<file path="src/rtl/rv32m_divider_pkg.sv">
// ----------------------------------------------------------------------------
// rv32m_divider_pkg
// Shared definitions for the RV32M iterative divider: FSM state encoding,
// special-case result constants, the last iteration index and small
// two's-complement helpers used when loading magnitudes and fixing signs.
// Optional feature macro used by the design: RV32M_DIV_CACHE_EN.
// ----------------------------------------------------------------------------
package rv32m_divider_pkg;

    typedef enum logic [1:0] {
        ST_IDLE = 2'd0,
        ST_ITER = 2'd1,
        ST_FIX  = 2'd2
    } div_state_e;

    localparam logic [31:0] DIV_ZERO_Q = 32'hFFFF_FFFF;
    localparam logic [31:0] INT_MIN    = 32'h8000_0000;
    localparam logic [31:0] NEG_ONE    = 32'hFFFF_FFFF;
    localparam logic [4:0]  ITER_LAST  = 5'd31;

    // Two's-complement negation.
    function automatic logic [31:0] neg32(input logic [31:0] v);
        return ~v + 32'd1;
    endfunction

    // Magnitude of an operand; unsigned ops pass through unchanged.
    // INT_MIN negates to itself, which read unsigned is the correct 2^31.
    function automatic logic [31:0] mag32(input logic [31:0] v, input logic sgn);
        return (sgn && v[31]) ? neg32(v) : v;
    endfunction

endpackage

</file>
<file path="src/rtl/rv32m_divider_if.sv">
// ----------------------------------------------------------------------------
// rv32m_divider_if
// Start/busy/done handshake and operand/result bus between the issue logic
// (master) and the divider (slave).
//   start_i   request, accepted only while busy_o=0
//   signed_i  1: DIV/REM, 0: DIVU/REMU
//   rem_i     1: remainder, 0: quotient
//   op_A_i    dividend
//   op_B_i    divisor
//   busy_o    divider not idle
//   done_o    one-cycle completion pulse
//   result_o  quotient or remainder, held until the next completion
// ----------------------------------------------------------------------------
interface rv32m_divider_if;
    logic        start_i;
    logic        signed_i;
    logic        rem_i;
    logic [31:0] op_A_i;
    logic [31:0] op_B_i;
    logic        busy_o;
    logic        done_o;
    logic [31:0] result_o;

    modport master (
        output start_i, signed_i, rem_i, op_A_i, op_B_i,
        input  busy_o, done_o, result_o
    );

    modport slave (
        input  start_i, signed_i, rem_i, op_A_i, op_B_i,
        output busy_o, done_o, result_o
    );
endinterface

</file>
<file path="src/rtl/rv32m_divider_div_step.sv">
// ----------------------------------------------------------------------------
// rv32m_divider_div_step
// One combinational radix-2 restoring division iteration.
//   i_rem       partial remainder (low 32 bits; it is always below the divisor)
//   i_dvd       dividend shift register, becomes the quotient over 32 steps
//   i_dvs       divisor magnitude
//   o_rem_next  partial remainder after this step
//   o_dvd_next  dividend shifted left with the new quotient bit at bit 0
// ----------------------------------------------------------------------------
module rv32m_divider_div_step (
    input  logic [31:0] i_rem,
    input  logic [31:0] i_dvd,
    input  logic [31:0] i_dvs,
    output logic [31:0] o_rem_next,
    output logic [31:0] o_dvd_next
);

    logic [32:0] w_rs;
    logic [32:0] w_diff;
    logic        w_qbit;

    // Trial subtraction; keep the difference only when it did not go negative.
    always_comb begin
        w_rs   = {i_rem, i_dvd[31]};
        w_diff = w_rs - {1'b0, i_dvs};
        if (!w_diff[32]) begin
            // Non-negative difference is below the divisor, so it fits 32 bits.
            o_rem_next = w_diff[31:0];
            w_qbit     = 1'b1;
        end else begin
            // Restored value was below the divisor, so bit 32 is zero.
            o_rem_next = w_rs[31:0];
            w_qbit     = 1'b0;
        end
        o_dvd_next = {i_dvd[30:0], w_qbit};
    end

endmodule

</file>
<file path="src/rtl/rv32m_divider.sv">
// ----------------------------------------------------------------------------
// rv32m_divider
// Iterative 32-bit RV32M divider (DIV, DIVU, REM, REMU), radix-2 restoring,
// one quotient bit per cycle. Normal ops take 33 cycles (32 ITER + 1 FIX);
// divide-by-zero and signed overflow resolve in IDLE and finish in 1 cycle.
// Optional feature: RV32M_DIV_CACHE_EN keeps the last completed operands
// and both results so a matching follow-up (e.g. DIV then REM) takes 1 cycle.
// Ports:
//   clk_i   clock, rising edge
//   rst_ni  asynchronous active-low reset
//   bus     rv32m_divider_if slave modport (handshake, operands, result)
// ----------------------------------------------------------------------------
module rv32m_divider
    import rv32m_divider_pkg::*;
#(
    parameter int XLEN = 32
) (
    input  logic            clk_i,
    input  logic            rst_ni,
    rv32m_divider_if.slave  bus
);

    div_state_e      r_state;
    logic [4:0]      r_cnt;
    logic [XLEN-1:0] r_rem;     // partial remainder; bit 32 is never set
    logic [XLEN-1:0] r_dvd;
    logic [XLEN-1:0] r_dvs;
    logic            r_neg_q;
    logic            r_neg_r;
    logic            r_rem_sel;
    logic            r_bypass;  // FIX uses the prepared result, not the iteration
    logic [XLEN-1:0] r_pre_q;
    logic [XLEN-1:0] r_pre_r;
    logic [XLEN-1:0] r_result;
    logic            r_done;
    logic            r_busy;

`ifdef RV32M_DIV_CACHE_EN
    logic [XLEN-1:0] r_a;
    logic [XLEN-1:0] r_b;
    logic            r_sgn;
    logic            r_c_valid;
    logic [XLEN-1:0] r_c_a;
    logic [XLEN-1:0] r_c_b;
    logic            r_c_sgn;
    logic [XLEN-1:0] r_c_q;
    logic [XLEN-1:0] r_c_r;
`endif

    logic            w_div_zero;
    logic            w_ovf;
    logic            w_hit;
    logic            w_fast;
    logic [XLEN-1:0] w_pre_q;
    logic [XLEN-1:0] w_pre_r;
    logic [XLEN-1:0] w_rem_next;
    logic [XLEN-1:0] w_dvd_next;
    logic [XLEN-1:0] w_q_final;
    logic [XLEN-1:0] w_r_final;

    rv32m_divider_div_step u_step (
        .i_rem      (r_rem),
        .i_dvd      (r_dvd),
        .i_dvs      (r_dvs),
        .o_rem_next (w_rem_next),
        .o_dvd_next (w_dvd_next)
    );

    // Detect single-cycle requests and prepare their quotient/remainder pair.
    always_comb begin
        w_div_zero = (bus.op_B_i == 32'd0);
        w_ovf      = bus.signed_i && (bus.op_A_i == INT_MIN) && (bus.op_B_i == NEG_ONE);
`ifdef RV32M_DIV_CACHE_EN
        w_hit = r_c_valid && (bus.op_A_i == r_c_a) && (bus.op_B_i == r_c_b)
                && (bus.signed_i == r_c_sgn);
`else
        w_hit = 1'b0;
`endif
        w_fast = w_div_zero || w_ovf || w_hit;
        if (w_div_zero) begin
            w_pre_q = DIV_ZERO_Q;
            w_pre_r = bus.op_A_i;
        end else if (w_ovf) begin
            w_pre_q = INT_MIN;
            w_pre_r = 32'd0;
        end else begin
`ifdef RV32M_DIV_CACHE_EN
            w_pre_q = r_c_q;
            w_pre_r = r_c_r;
`else
            w_pre_q = 32'd0;
            w_pre_r = 32'd0;
`endif
        end
    end

    // Final signed quotient and remainder seen during FIX.
    always_comb begin
        if (r_bypass) begin
            w_q_final = r_pre_q;
            w_r_final = r_pre_r;
        end else begin
            w_q_final = r_neg_q ? neg32(r_dvd) : r_dvd;
            w_r_final = r_neg_r ? neg32(r_rem) : r_rem;
        end
    end

    // Divider FSM with all datapath registers and registered handshake outputs.
    always_ff @(posedge clk_i or negedge rst_ni) begin
        if (!rst_ni) begin
            r_state   <= ST_IDLE;
            r_cnt     <= 5'd0;
            r_rem     <= 32'd0;
            r_dvd     <= 32'd0;
            r_dvs     <= 32'd0;
            r_neg_q   <= 1'b0;
            r_neg_r   <= 1'b0;
            r_rem_sel <= 1'b0;
            r_bypass  <= 1'b0;
            r_pre_q   <= 32'd0;
            r_pre_r   <= 32'd0;
            r_result  <= 32'd0;
            r_done    <= 1'b0;
            r_busy    <= 1'b0;
`ifdef RV32M_DIV_CACHE_EN
            r_a       <= 32'd0;
            r_b       <= 32'd0;
            r_sgn     <= 1'b0;
            r_c_valid <= 1'b0;
            r_c_a     <= 32'd0;
            r_c_b     <= 32'd0;
            r_c_sgn   <= 1'b0;
            r_c_q     <= 32'd0;
            r_c_r     <= 32'd0;
`endif
        end else begin
            case (r_state)
                ST_IDLE: begin
                    r_done <= 1'b0;
                    if (bus.start_i) begin
                        r_busy    <= 1'b1;
                        r_rem_sel <= bus.rem_i;
`ifdef RV32M_DIV_CACHE_EN
                        r_a       <= bus.op_A_i;
                        r_b       <= bus.op_B_i;
                        r_sgn     <= bus.signed_i;
`endif
                        if (w_fast) begin
                            r_bypass <= 1'b1;
                            r_pre_q  <= w_pre_q;
                            r_pre_r  <= w_pre_r;
                            r_state  <= ST_FIX;
                        end else begin
                            r_bypass <= 1'b0;
                            r_dvd    <= mag32(bus.op_A_i, bus.signed_i);
                            r_dvs    <= mag32(bus.op_B_i, bus.signed_i);
                            r_rem    <= 32'd0;
                            r_cnt    <= 5'd0;
                            r_neg_q  <= bus.signed_i && (bus.op_A_i[31] ^ bus.op_B_i[31]);
                            r_neg_r  <= bus.signed_i && bus.op_A_i[31];
                            r_state  <= ST_ITER;
                        end
                    end else begin
                        r_busy <= 1'b0;
                    end
                end
                ST_ITER: begin
                    r_done <= 1'b0;
                    r_rem  <= w_rem_next;
                    r_dvd  <= w_dvd_next;
                    r_cnt  <= r_cnt + 5'd1;
                    if (r_cnt == ITER_LAST) begin
                        r_state <= ST_FIX;
                    end else begin
                        r_state <= ST_ITER;
                    end
                end
                ST_FIX: begin
                    r_result <= r_rem_sel ? w_r_final : w_q_final;
                    r_done   <= 1'b1;
                    r_busy   <= 1'b0;
                    r_state  <= ST_IDLE;
`ifdef RV32M_DIV_CACHE_EN
                    r_c_valid <= 1'b1;
                    r_c_a     <= r_a;
                    r_c_b     <= r_b;
                    r_c_sgn   <= r_sgn;
                    r_c_q     <= w_q_final;
                    r_c_r     <= w_r_final;
`endif
                end
                default: begin
                    r_state <= ST_IDLE;
                    r_done  <= 1'b0;
                    r_busy  <= 1'b0;
                end
            endcase
        end
    end

    assign bus.busy_o   = r_busy;
    assign bus.done_o   = r_done;
    assign bus.result_o = r_result;

endmodule

</file>
<file path="src/flat_wrapper.sv">
// flat-port wrapper written by rule: the top's interface ports become plain ports
module rv32m_divider_flat import rv32m_divider_pkg::*;
#(
    parameter int XLEN = 32
)
  (clk_i, rst_ni, bus_start_i, bus_signed_i, bus_rem_i, bus_op_A_i, bus_op_B_i, bus_busy_o, bus_done_o, bus_result_o);
  rv32m_divider_if bus_i ();
  input  logic clk_i;
  input  logic rst_ni;
  input wire logic [$bits(bus_i.start_i)-1:0] bus_start_i;
  input wire logic [$bits(bus_i.signed_i)-1:0] bus_signed_i;
  input wire logic [$bits(bus_i.rem_i)-1:0] bus_rem_i;
  input wire logic [$bits(bus_i.op_A_i)-1:0] bus_op_A_i;
  input wire logic [$bits(bus_i.op_B_i)-1:0] bus_op_B_i;
  output wire logic [$bits(bus_i.busy_o)-1:0] bus_busy_o;
  output wire logic [$bits(bus_i.done_o)-1:0] bus_done_o;
  output wire logic [$bits(bus_i.result_o)-1:0] bus_result_o;
  assign bus_i.start_i = bus_start_i;
  assign bus_i.signed_i = bus_signed_i;
  assign bus_i.rem_i = bus_rem_i;
  assign bus_i.op_A_i = bus_op_A_i;
  assign bus_i.op_B_i = bus_op_B_i;
  assign bus_busy_o = bus_i.busy_o;
  assign bus_done_o = bus_i.done_o;
  assign bus_result_o = bus_i.result_o;
  rv32m_divider #(.XLEN(XLEN)) u_core (.clk_i(clk_i), .rst_ni(rst_ni), .bus(bus_i));
endmodule
</file>
<file path="config.mk">
export PLATFORM = sky130hd
export DESIGN_NAME = rv32m_divider_flat
export DESIGN_NICKNAME = d
export VERILOG_FILES = /design/src/rtl/rv32m_divider_pkg.sv /design/src/rtl/rv32m_divider_if.sv /design/src/rtl/rv32m_divider_div_step.sv /design/src/rtl/rv32m_divider.sv /design/src/flat_wrapper.sv
export SDC_FILE = /design/constraint.sdc
export NUM_CORES = 1
export LEC_CHECK = 0
export ABC_CLOCK_PERIOD_IN_PS = 4000
export BUFFER_PORTS_ARGS = -buffer_cell sky130_fd_sc_hd__clkbuf_2
export CAP_MARGIN = 20
export CORE_UTILIZATION = 35
export DETAILED_ROUTE_END_ITERATION = 10
export PLACE_DENSITY = 0.5
export SYNTH_ARGS = -nofsm -noshare
export SYNTH_HDL_FRONTEND = slang
export SYNTH_SLANG_ARGS = --single-unit
</file>
<file path="constraint.sdc">
create_clock -name clk_i -period 4 [get_ports clk_i]
set_clock_uncertainty 0.15 [all_clocks]
set_input_delay 0.4 -clock clk_i [delete_from_list [all_inputs] [get_ports clk_i]]
set_output_delay 0.4 -clock clk_i [all_outputs]
set_load 0.02 [all_outputs]
</file>
# After elaboration in Yosys (flattened, before gate mapping)
# Cells that the tools add are included.
[word_totals]
regBits = 205
in_bits = 69
output_inout_bits = 34
wordCells = 75
[classes]
add_sub_neg = 6
n_eq_ne = 7
n_mux = 29
bitwise = 6
reduce_logical = 13
[op_table]
columns = ["operator", "count"]
rows = [
  ["2-to-1 mux 32 bit", 15],
  ["adder 32 x 1 -> 32 bit, second input constant", 4],
  ["inverter 32 bit", 4],
  ["case mux 32 bit (2 select lines)", 2],
  ["== test 32 bit, second input constant", 2],
  ["subtractor 33 x 32 -> 33 bit", 1],
  ["zero test 32 bit", 1],
  ["2-to-1 mux 5 bit", 2],
  ["case mux 5 bit (2 select lines)", 1],
  ["AND reduction 3 bit", 3],
  ["2-to-1 mux 2 bit", 3],
  ["adder 5 x 1 -> 5 bit, second input constant", 1],
  ["== test 5 bit, second input constant", 1],
  ["logical AND 1 bit", 5],
  ["2-to-1 mux 1 bit", 4],
  ["inequality test 2 bit, second input constant", 2],
  ["case mux 2 bit (2 select lines)", 1],
  ["== test 2 x 1 -> 1 bit, second input constant", 1],
  ["== test 2 bit, second input constant", 1],
  ["zero test 2 bit", 1],
  ["case mux 1 bit (2 select lines)", 1],
  ["AND reduction 2 bit", 1],
  ["nonzero test 2 bit", 1],
  ["logical OR 1 bit", 1],
  ["other kinds (2)", 2],
]

# Longest topological paths before layout
# Gate-level depths: netlist of the first run.
[depth]
ltp_word = 7
depth_mapped = 14
ltp_nobuf = 13

# By module
# From an unflattened synthesis of the first run, not the netlist that was laid out.
[hier_totals]
hier_cells = 1383
hier_area_um2 = 12859.8
[by_module_without_submodules]
columns = ["mod", "n_inst", "cells_each", "area_per_inst_um2", "seq_area_each_um2"]
rows = [
  ["rv32m_divider", 1, 1046, 10261.1, 4379.2],
  ["rv32m_divider_div_step", 1, 337, 2598.7, 0.0],
]

# Worst setup path before layout of the first run
# Ideal clock, no wire load.
[synth_timing]
kind = "reg-to-reg"
start = "register u_core.r_rem[5]"
end = "register u_core.r_rem[31]"
setup_ns = 0.096
t_arrival_ns = 2.840
required_time_ns = 3.754
path_slack_ns = 0.914
stages_incl_launch_ff = 13
path_buffers = 2
synth_period_minus_slack_ns = 3.086
cell_sequence = "dfrtp_1 > ha_1 > clkbuf_1 > o21a_1 > o211a_1 > or2_2 > o2111ai_1 > a31oi_1 > a31oi_1 > xnor2_1 > buf_2 > nand2_1 > o31ai_1"
[synth_between]
elab_chain_cells = 3
[synth_rtl]
columns = ["element", "line", "source"]
rows = [
  ["start: declaration", "rv32m_divider.sv:25", "logic [XLEN-1:0] r_rem;"],
  ["start signal: assignment", "rv32m_divider.sv:169", "r_rem <= w_rem_next;"],
  ["subtractor 33 x 32 -> 33 bit", "rv32m_divider_div_step.sv:25", "w_diff = w_rs - {1'b0, i_dvs};"],
  ["2-to-1 mux 32 bit", "rv32m_divider_div_step.sv:26", "if (!w_diff[32]) begin"],
  ["case mux 32 bit (2 select lines)", "rv32m_divider.sv:137", "case (r_state)"],
]
# No other way between the ends.
# A chain may end at the register's enable or synchronous reset.

# Final worst setup path of the first run
[layout_timing]
start = "register u_core.r_rem[0]"
end = "register u_core.r_rem[7]"
# Same word-level chain as after synthesis.

==> run_results.csv, run 1 <==
group,metric,value,unit
synthesis,ys_async_sr_fraction,100,%
synthesis,synth-seq-cells,175,
placement,dpl.hpwl,27.1,mm
min_path,min_path_cells,2,
critical_path,cp.buffers_inverters,3,
final_layout,syn2layout_area_growth,12.8,%
synthesis,yosysWarnings,0,
synthesis,synth_area,12000,um^2
clocking,cts_buffers,17,
global_routing,antenna_found_initial,0,
critical_path,cp-end-kind,"flop",
pwr,internal_power,5960,uW
floorplan,die_y,187,um
clocking,cts-root-buf,"clkbuf_16",
clocking,clk_latency,0.44,ns
critical_path,required,4.13,ns
timing,fmax,0.275,GHz
outcome,status,"finished clean",
critical_path,worstRegToRegCells,12,
timing,finalCriticalPeriod,3.64,ns
pwr,power_density,832,nW/um^2
timing,drv_slew,0,
final_layout,nets,1615,
global_routing,grt-ovfl-total,0,
clocking,cts_resized,0,
critical_path,crit_type,"flop to flop",
flow_run,cap_viol_max_count,0,
final_layout,final_common_cell,"nand2_1",
critical_path,cp_num_cells,12,
timing,min_period_over_period,91.1,%
timing,grt_setup_unrepaired,"no",
floorplan,die-area,35000,um^2
drt,ant_nets,0,
final_layout,diodes,0,
synthesis,seq_area_frac_synth,36.5,%
synthesis,synthFlopType,"dfrtp_1",
drt,num_vias,10700,
global_routing,grt_max_degree,85,
critical_path,start_kind,"flop",
clocking,cts_setup_buffers,0,
timing,relSlewSlack,30.8,%
timing,hold_viol,0,
drt,post-route-drc-count,0,
final_layout,finalCoreUtilization,40.3,%
min_path,worst_hold_path_type,"primary input to flop",
critical_path,arrival,3.77,ns
synthesis,syn_inst,1439,
pwr,sw_frac_of_total,47.1,%
critical_path,cpPeakStageDelay,0.51,ns
floorplan,num_rows,67,
clocking,cts_tree,"built",
global_routing,grt_pass1_wl,58.5,mm
final_layout,drive_gt1_share,12.6,%
floorplan,core,33600,um^2
floorplan,boundaryPins,103,
placement,place.gp.congestion,0.864,
synthesis,synth_area_leaders,"dfrtp_1 37%, xnor2_1 6.0%, nand2_1 5.6%",
clocking,cts_sinks,175,
critical_path,crit_family,"compound AO/OA/AOI/OAI gates",
pwr,clkPwrFrac,14.9,%
pwr,power.switching,5310,uW
timing,worstMarginPinSlew,1.04,ns
synthesis,synth_edf_count,0,
critical_path,slowest_stage,"dfrtp_1",
pwr,ir_drop,574,uV
critical_path,cp_cell_sequence,"inv_1 -> fa_1 -> inv_1 -> a21oi_1 -> o2111ai_1 -> o2111ai_1 -> a31oi_1 -> a31oi_1 -> xnor2_2 -> buf_4 -> mux2i_1 -> o21ai_0",
critical_path,crit_fanout,26,
pwr,sequentialPowerShare,29.0,%
placement,port_buffers,102,
final_layout,layout_common_cells,"178 x nand2_1, 173 x dfrtp_1, 125 x nor2_1",
floorplan,die_w,187,um
timing,setup_violations,0,
drt,drt_iter0_markers,698,
synthesis,synth.top_cell.area_share,36.5,%
drt,first_pass_iters,5,
synthesis,avgSynthCellArea,8.34,um^2
synthesis,synth_cell_types,67,
synthesis,syn_nets,1548,
synthesis,yosys.area.top_type,"dfrtp_1",
pwr,fin_total_pwr,11300,uW
timing,fin_setup_tns,0,ns
clocking,cts_max_level,4,
pwr,p_comb_share,56.1,%
global_routing,grt_pass1_vias,10300,
timing,hold_ws,0.0437,ns
drt,avgViaCountPerCell,5.42,
drt,wl,36.4,mm
clocking,clk_pin_slew,0.07,ns
floorplan,initial_utilization,35.7,%
drt,wl_per_cell,18.5,um
pwr,p_leak,0.00589,uW
global_routing,grtUsageTotal,21.2,%
clocking,clockBufferDepth,2,
## cell type report
cell class	count	area (um^2)
repair buffers	132	769
fillers	3480	20100
well taps	448	561
flip-flops and latches	175	4380
clock buffers	17	425
inverters	56	210
multi-input cells	1124	7050
clock inverters	15	135
## cells by family after synthesis
group | synth area share [%]
buf+inv | 4.93
xor+xnor | 10.6
compound gates | 23.8
simple gates | 17.9
fa+ha+maj | 4.23
flops | 36.5
mux | 1.97
## worst register-to-register path, stage by stage, from the launching register on
cell and delay (ns):
dfrtp_1 0.51, inv_1 0.13, fa_1 0.45, inv_1 0.07, a21oi_1 0.10, o2111ai_1 0.30
o2111ai_1 0.24, a31oi_1 0.32, a31oi_1 0.18, xnor2_2 0.29, buf_4 0.41, mux2i_1 0.25
o21ai_0 0.08
## cell usage after synthesis (all sizes together), types with 21 or more instances
cell and instances:
a31oi 25, nor2 126, o21ai 149, a21oi 112, a211oi 21, ha 39, o31ai 37, inv 56
buf 24, nand3 27, clkbuf 60, xnor2 82, nand2 178, xor2 63, a22o 37, dfrtp 175
nand2b 22
## power groups by stage
stage / Clock, uW / Sequential [uW] / Combinational, uW
after global routing: 1800 / 3370 / 7120
after floorplan: 0 / 2930 / 4980
after CTS: 1730 / 3260 / 6350
after detailed placement: 0 / 3290 / 6320
after global placement: 0 / 3280 / 6270
final: 1670 / 3270 / 6320
## layer usage
layer  part of all wire (%)  global-route usage, %  vias up
met3                    3.3                   2.98       42
met1                     48                   29.6     5176
met2                     46                   33.8      194
li1                       -                      -     5253
met4                    2.5                   7.03        0
met5                      0                      0        -
## worst paths after layout
check	from	slack (ns)	endpoint
max reg2reg	u_core.r_rem[0]$_DFFE_PN0P_	0.36	u_core.r_rem[7]$_DFFE_PN0P_
min	bus_rem_i	0.04	u_core.r_rem_sel$_DFFE_PN0P_
min in group asynchronous	rst_ni	0.43	u_core.r_dvd[8]$_DFFE_PN0P_
min reg2reg	u_core.r_pre_q[31]$_DFFE_PN0P_	0.33	u_core.r_pre_q[31]$_DFFE_PN0P_
max	u_core.r_rem[0]$_DFFE_PN0P_	0.36	u_core.r_rem[7]$_DFFE_PN0P_
max in group asynchronous	rst_ni	2.17	u_core.r_dvs[27]$_DFFE_PN0P_
## flip-flops by register name, indices dropped and copies added, names as in the netlist
name                 flops
u_core.r_neg_q           1
u_core.r_dvs            32
u_core.r_state           2
u_core.r_dvd            32
u_core.r_rem            32
u_core.bus.result_o     32
u_core.r_pre_q           2
u_core.r_rem_sel         1
u_core.bus.done_o        1
u_core.r_cnt             5
u_core.bus.busy_o        1
u_core.r_neg_r           1
u_core.r_pre_r          32
u_core.r_bypass          1
## per-stage QoR
step           std cells  worst slack, ns  cell area, um^2
4_1_cts             1967            0.413            13500
6_report            1967            0.357            13500
3_5_place_dp        1934            0.429            13000
2_1_floorplan       1439            0.914            12000
5_1_grt             1967           0.0299            13500
3_3_place_gp        1934            0.446            13000
## what timing repair did
action,in CTS,in global routing
hold buffers,1,0
hold endpoints to repair,81,0
setup endpoints to repair,0,0
(Power assumes the default switching activity.)
==> inputs of run 2 (changes only) <==
ABC_AREA = 1   (was not set)
PLACE_DENSITY = 0.49   (was 0.5)
==> run 2 against run 1 <==
Count of clock-buffer cells in the layout grew 1. Die area grew 18%. Critical path depth grew 2. First-iteration DRC count grew 81%. Hold slack gained 0.032 ns. Combinational power grew 44%. Sequential share of layout area shrank 4.6 points. Design area grew 17%.
==> run_results.csv, run 2 <==
group,metric,value,unit
outcome,status,"finished clean",
global_routing,grtUsageTotal,26.5,%
clocking,cts-root-buf,"clkbuf_16",
placement,place.gp.congestion,0.936,
final_layout,final_common_cell,"nand2_1",
final_layout,drive_gt1_share,7.85,%
pwr,p_leak,0.00832,uW
clocking,cts_setup_buffers,0,
clocking,cts_tree,"built",
synthesis,yosys.cell_count.top_type,"nand2_1",
placement,placed_cells,2872,
synthesis,synth_area_leaders,"dfrtp_1 31%, nand2_1 21%, inv_1 7.9%",
timing,worstMarginPinSlew,0.936,ns
timing,grt_setup_unrepaired,"no",
synthesis,syn_nets,2413,
drt,avgViaCountPerCell,5.15,
placement,port_buffers,102,
timing,hold_viol,0,
final_layout,syn2layout_area_growth,11.1,%
placement,dpl.hpwl,42.5,mm
clocking,cts_resized,0,
min_path,worst_hold_path_type,"primary input to flop",
synthesis,synth_edf_count,0,
clocking,clockBufferDepth,2,
final_layout,nets,2477,
placement,pre_cts_ws,0.923,ns
synthesis,synthFlopType,"dfrtp_1",
timing,min_period_over_period,74.0,%
clocking,cts_max_level,4,
timing,fin_setup_tns,0,ns
clocking,clk_latency,0.46,ns
drt,first_pass_iters,5,
synthesis,seq_area_frac_synth,30.9,%
critical_path,crit_type,"flop to flop",
clocking,clk_pin_slew,0.08,ns
final_layout,finalCoreUtilization,39.6,%
pwr,power_density,881,nW/um^2
clocking,cts_buffers,17,
pwr,fin_total_pwr,13900,uW
floorplan,die-area,41300,um^2
critical_path,crit_fanout,32,
final_layout,regArea,4380,um^2
timing,drv_slew,0,
flow_run,cap_viol_max_count,0,
synthesis,synth_area,14200,um^2
final_layout,layout_common_cells,"780 x nand2_1, 297 x inv_1, 213 x nand3_1",
global_routing,grt_pass1_wl,83.0,mm
global_routing,grt_pass1_vias,14100,
min_path,holdCritStartpoint,"bus_op_A_i[24]",
floorplan,num_rows,73,
timing,finalCriticalPeriod,2.96,ns
synthesis,avgSynthCellArea,6.16,um^2
synthesis,synth.top_cell.area_share,30.9,%
synthesis,synth_cell_types,37,
critical_path,arrival,3.16,ns
clocking,cts_sinks,175,
final_layout,diodes,0,
timing,setup_violations,0,
pwr,ir_drop,405,uV
synthesis,ys_async_sr_fraction,100,%
critical_path,cp-end-kind,"flop",
critical_path,r2r-start,"u_core.r_dvs[0]$_DFFE_PN0P_",
final_layout,multi_input_area,8280,um^2
drt,drt_iter0_markers,1260,
critical_path,required,4.20,ns
critical_path,start_kind,"flop",
floorplan,core,39800,um^2
min_path,min_path_cells,3,
synthesis,synth_common_cells,"781 x nand2_1, 298 x inv_1, 213 x nand3_1",
global_routing,grt-ovfl-total,0,
floorplan,die_y,203,um
drt,num_vias,15000,
timing,final.setup.worst_slack,1.04,ns
floorplan,die_w,203,um
final_layout,fillerInstances,4474,
timing,fmax,0.338,GHz
synthesis,synth-seq-cells,175,
critical_path,r2r_setup_slack,1.04,ns
final_layout,layoutNonFillerInstCount,2906,
critical_path,r2r-end,"u_core.r_rem[0]$_DFFE_PN0P_",
floorplan,boundaryPins,103,
synthesis,yosysWarnings,0,
min_path,hold-path-endpoint,"u_core.r_pre_r[24]$_DFFE_PN0P_",
drt,post-route-drc-count,0,
timing,relSlewSlack,37.6,%
drt,wl_per_cell,18.5,um
synthesis,yosys.area.top_type,"dfrtp_1",
global_routing,grt_max_degree,98,
floorplan,initial_utilization,35.6,%
drt,wl,53.8,mm
drt,ant_nets,0,
synthesis,syn_inst,2304,
critical_path,worstRegToRegCells,14,
global_routing,antenna_found_initial,3,
-- run 2: cell types whose count changed after synthesis, moves of 21 or more --
cell      before  now
nand2_1      178  781
inv_1         56  298
nand3_1       26  213
nor2_1       126  210
xnor2_1       82   14
a22o_1        37    0
o22ai_1        1   37
o21ai_0      123  157
o31ai_1       36    5
xor2_1        63   39
nand2b_1      22    0
a211oi_1      21    0
-- run 2: per-stage QoR --
step,hold slack (ns),instance area [um^2]
2_1_floorplan,-0.0456,14200
3_3_place_gp,0.287,15100
3_5_place_dp,0.303,15100
4_1_cts,0.0415,15700
5_1_grt,0.0868,15800
6_report,0.0754,15800
-- run 2: cell type report --
class | instances | share of cell area [%]
Clock buffer | 18 | 2.79
Multi-Input combinational cell | 1747 | 52.5
Inverter | 303 | 7.21
Timing Repair Buffer | 124 | 4.64
Clock inverter | 14 | 0.897
Tap cell | 525 | 4.17
Sequential cell | 175 | 27.8
-- run 2: cells by family (layout without fill, tap and decap cells) --
| kind of cell | after synthesis | in the layout | share of synthesized area [%] |
|---|---|---|---|
| buffers and inverters | 382 | 459 | 10.9 |
| and+or+nand+nor | 1302 | 1302 | 38.1 |
| DFF | 175 | 175 | 30.9 |
| xor gates and xnor gates | 53 | 53 | 3.27 |
| AOI/OAI and AO/OA | 352 | 352 | 13.3 |
| adders and majority gates | 40 | 40 | 3.58 |
-- run 2: worst max path at each step --
stage,startpoint,endpoint,depth (start not counted),slack (ns)
after floorplan,u_core.r_dvd[31]$_DFFE_PN0P_,u_core.r_rem[6]$_DFFE_PN0P_,16,1.65
after global placement,bus_op_A_i[0],u_core.r_rem[26]$_DFFE_PN0P_,13,1.01
after detailed placement,bus_op_A_i[0],u_core.r_rem[30]$_DFFE_PN0P_,13,0.92
after CTS,u_core.r_dvs[0]$_DFFE_PN0P_,u_core.r_rem[16]$_DFFE_PN0P_,14,1.06
after global routing,u_core.r_dvs[27]$_DFFE_PN0P_,u_core.r_rem[4]$_DFFE_PN0P_,12,0.70
final,u_core.r_dvs[0]$_DFFE_PN0P_,u_core.r_rem[0]$_DFFE_PN0P_,14,1.04
-- run 2: what timing repair did --
action / CTS / global route
endpoints found under the hold margin: 93 / 0
hold buffers: 1 / 0
endpoints found under the setup margin: 0 / 0
-- run 2: report_power, final --
part	internal, uW	total [uW]	switching, uW
clock network	850	1700	855
logic	2850	9090	6240
registers	2360	3100	737
total	6060	13900	7840
-- run 2: worst max-delay path, stage by stage, from the launching register on --
cell and delay, ns:
dfrtp_1 0.39, ha_1 0.23, fa_1 0.43, nor2_1 0.16
o21ai_0 0.09, nand2_1 0.14, nand2_1 0.08, nand2_2 0.12
nand2_2 0.08, nand2_1 0.11, nand2_2 0.08, nand2_2 0.48
nand2_1 0.12, nand3_1 0.11, nand2_1 0.07
-- run 2: layer usage --
layer  share of wire, %  track usage (%)
met4                1.6             5.91
met5              0.024                0
met2                 42             39.4
met3                6.3             3.91
met1                 50             40.1
==> inputs of run 3 (changes only) <==
ABC_CLOCK_PERIOD_IN_PS = 2600   (was 4000)
PLACE_DENSITY = 0.51   (was 0.49)
clock period = 2.6 ns   (was 4 ns; I/O delays follow)
==> run 3 against run 2 <==
First-iteration DRC count is 6.4% higher. Utilization rose by 3.3 points. Largest cell class unchanged. Setup slack worse by 0.95 ns. Non-clock buffer count increased by 97. Critical path depth unchanged. Routed wire length is 4.0% higher. Die area is the same. Hold slack worse by 0.054 ns. Count of clock-buffer cells in the layout increased by 2. Combinational power up 82%. Sequential share of layout area fell by 2.2 points. Design area increased by 8.4%.
==> run_results.csv, run 3 (same netlist as run 2, synthesis figures left out) <==
group,metric,value,unit
placement,place.gp.congestion,0.970,
timing,min_period_over_period,96.6,%
pwr,ir_drop,572,uV
pwr,power_density,1390,nW/um^2
final_layout,nets,2574,
global_routing,use_met2,38.9,%
final_layout,syn2layout_area_growth,20.5,%
global_routing,grt-ovfl-total,0,
global_routing,antenna_found_initial,0,
placement,port_buffers,102,
drt,first_pass_iters,6,
drt,num_vias,15800,
clocking,cts_max_level,4,
final_layout,stdcell_area,17100,um^2
placement,dpl.hpwl,42.9,mm
critical_path,cp_cell_sequence,"inv_1 -> ha_1 -> nand2_1 -> inv_1 -> nand2_1 -> nor3_2 -> nand2_4 -> nand2_4 -> nand2_2 -> nand2_4 -> clkbuf_16 -> nand2_1 -> nand3_1 -> nand2_1",
timing,setup_violations,0,
critical_path,crit_top_cell,"nand2_1",
global_routing,grt.met1_usage,40.8,%
floorplan,num_rows,73,
critical_path,required,2.79,ns
global_routing,grt_max_degree,64,
outcome,status,"finished clean",
critical_path,cpPeakStageDelay,0.38,ns
clocking,clk_latency,0.47,ns
timing,finalCriticalPeriod,2.51,ns
timing,relSlewSlack,38.5,%
clocking,cts_sinks,175,
floorplan,initial_utilization,35.6,%
timing,fmax,0.398,GHz
min_path,worst_hold_path_type,"primary input to flop",
final_layout,regArea,4380,um^2
critical_path,cp.buffers_inverters,3,
global_routing,busiest_layer,"met1",
drt,avgViaCountPerCell,5.25,
clocking,clockBufferDepth,2,
timing,worstMarginPinSlew,0.922,ns
drt,wl_per_cell,18.6,um
global_routing,grt_pass1_vias,14800,
global_routing,use_met3,3.64,%
timing,hold_viol,0,
critical_path,crit_fanout,10,
final_layout,diodes,0,
critical_path,crit_type,"flop to flop",
final_layout,final_common_cell,"nand2_1",
clocking,clk_pin_slew,0.08,ns
floorplan,die_w,203,um
clocking,cts_tree,"built",
pwr,p_leak,0.00891,uW
drt,ant_nets,0,
floorplan,core,39800,um^2
final_layout,drive_gt1_share,11.7,%
placement,dpl_cell_area,15700,um^2
floorplan,die-area,41300,um^2
drt,wl,55.9,mm
timing,drv_slew,0,
global_routing,grtUsageTotal,27.1,%
final_layout,multi_input_area,8530,um^2
floorplan,die_y,203,um
critical_path,start_kind,"flop",
critical_path,crit_family,"simple AND/OR/NAND/NOR gates",
final_layout,layout_common_cells,"775 x nand2_1, 297 x inv_1, 210 x nand3_1",
drt,post-route-drc-count,0,
drt,drt_iter0_markers,1341,
critical_path,slowest_stage,"dfrtp_1",
timing,fin_setup_tns,0,ns
global_routing,grt_pass1_wl,85.3,mm
clocking,cts_buffers,17,
critical_path,arrival,2.70,ns
critical_path,cp-end-kind,"flop",
flow_run,cap_viol_max_count,0,
clocking,cts-root-buf,"clkbuf_16",
floorplan,boundaryPins,103,
final_layout,fillerInstances,4389,
-- run 3: cell types whose count changed in the layout (fill, tap and decap cells not counted), moves of 5 or more --
cell and change:
a21oi_1 -5, nor2_1 -7, buf_4 +46, ha_2 +5
ha_1 -12, nand2_4 +5, buf_12 +13, nand2_1 -5
ha_4 +7, inv_8 -5, dlygate4sd3_1 +29, clkbuf_16 +7
-- run 3: power breakdown --
group / internal (uW) / switching (uW) / total (uW)
logic: 6000 / 10500 / 16500
clock network: 1470 / 1210 / 2690
registers: 3640 / 957 / 4600
total: 11100 / 12700 / 23800
-- run 3: cell type report --
class	count	share of cell area [%]
sequential	175	25.6
multi-input combinational	1747	49.9
inverter	303	6.65
clock buffer	20	2.67
clock inverter	12	0.768
tap	525	3.84
timing repair buffer	221	10.6
-- run 3: routing by layer --
layer / wire, um / vias up / share of wire, %
li1: - / 7731 / -
met3: 3550 / 82 / 6.4
met2: 23300 / 522 / 42
met4: 1910 / 0 / 3.4
met1: 27200 / 7441 / 49
met5: 0 / - / 0
-- run 3: worst reg2reg max path, delay by kind of cell (launching register included) --
| kind | cells | cell delay (ns) |
|---|---|---|
| AND/OR/NAND/NOR | 10 | 1.10 |
| buffers and inverters | 3 | 0.40 |
| flip-flops | 1 | 0.38 |
| adder cells (fa/ha/maj) | 1 | 0.38 |
-- run 3: stage by stage --
step / utilization (%) / std cells / worst slack, ns / total power (uW) / hold WS (ns)
after global placement: 39.4 / 2928 / 0.0316 / 19500 / 0.0798
final: 42.9 / 3003 / 0.0883 / 23800 / 0.0218
after global routing: 42.9 / 3003 / -0.0463 / 26000 / 0.0390
after floorplan: - / 2304 / 0.251 / 14500 / -0.186
after CTS: 41.7 / 2990 / 0.0113 / 22300 / 0.00278
after detailed placement: 39.4 / 2928 / 0.0267 / 19500 / 0.0780
-- run 3: worst paths after layout --
path	start	to	slack (ns)	depth (start not counted)
setup / recovery	u_core.r_dvs[16]$_DFFE_PN0P_	u_core.r_rem[13]$_DFFE_PN0P_	0.09	14
hold / removal	bus_op_B_i[13]	u_core.r_dvs[13]$_DFFE_PN0P_	0.02	3
setup reg to reg	u_core.r_dvs[16]$_DFFE_PN0P_	u_core.r_rem[13]$_DFFE_PN0P_	0.09	14
hold reg to reg	u_core.r_pre_q[31]$_DFFE_PN0P_	u_core.r_pre_q[31]$_DFFE_PN0P_	0.31	2
max in group asynchronous	rst_ni	u_core.bus.result_o[20]$_DFFE_PN0P_	1.36	3
min in group asynchronous	rst_ni	u_core.r_rem[21]$_DFFE_PN0P_	0.16	2
-- run 3: repair_timing --
action / 4_1_cts / 5_1_grt
endpoints found under the hold margin: 88 / 0
buffers inserted: 0 / 4
resized for setup: 0 / 53
hold buffers: 30 / 0
setup endpoints to repair: 0 / 128
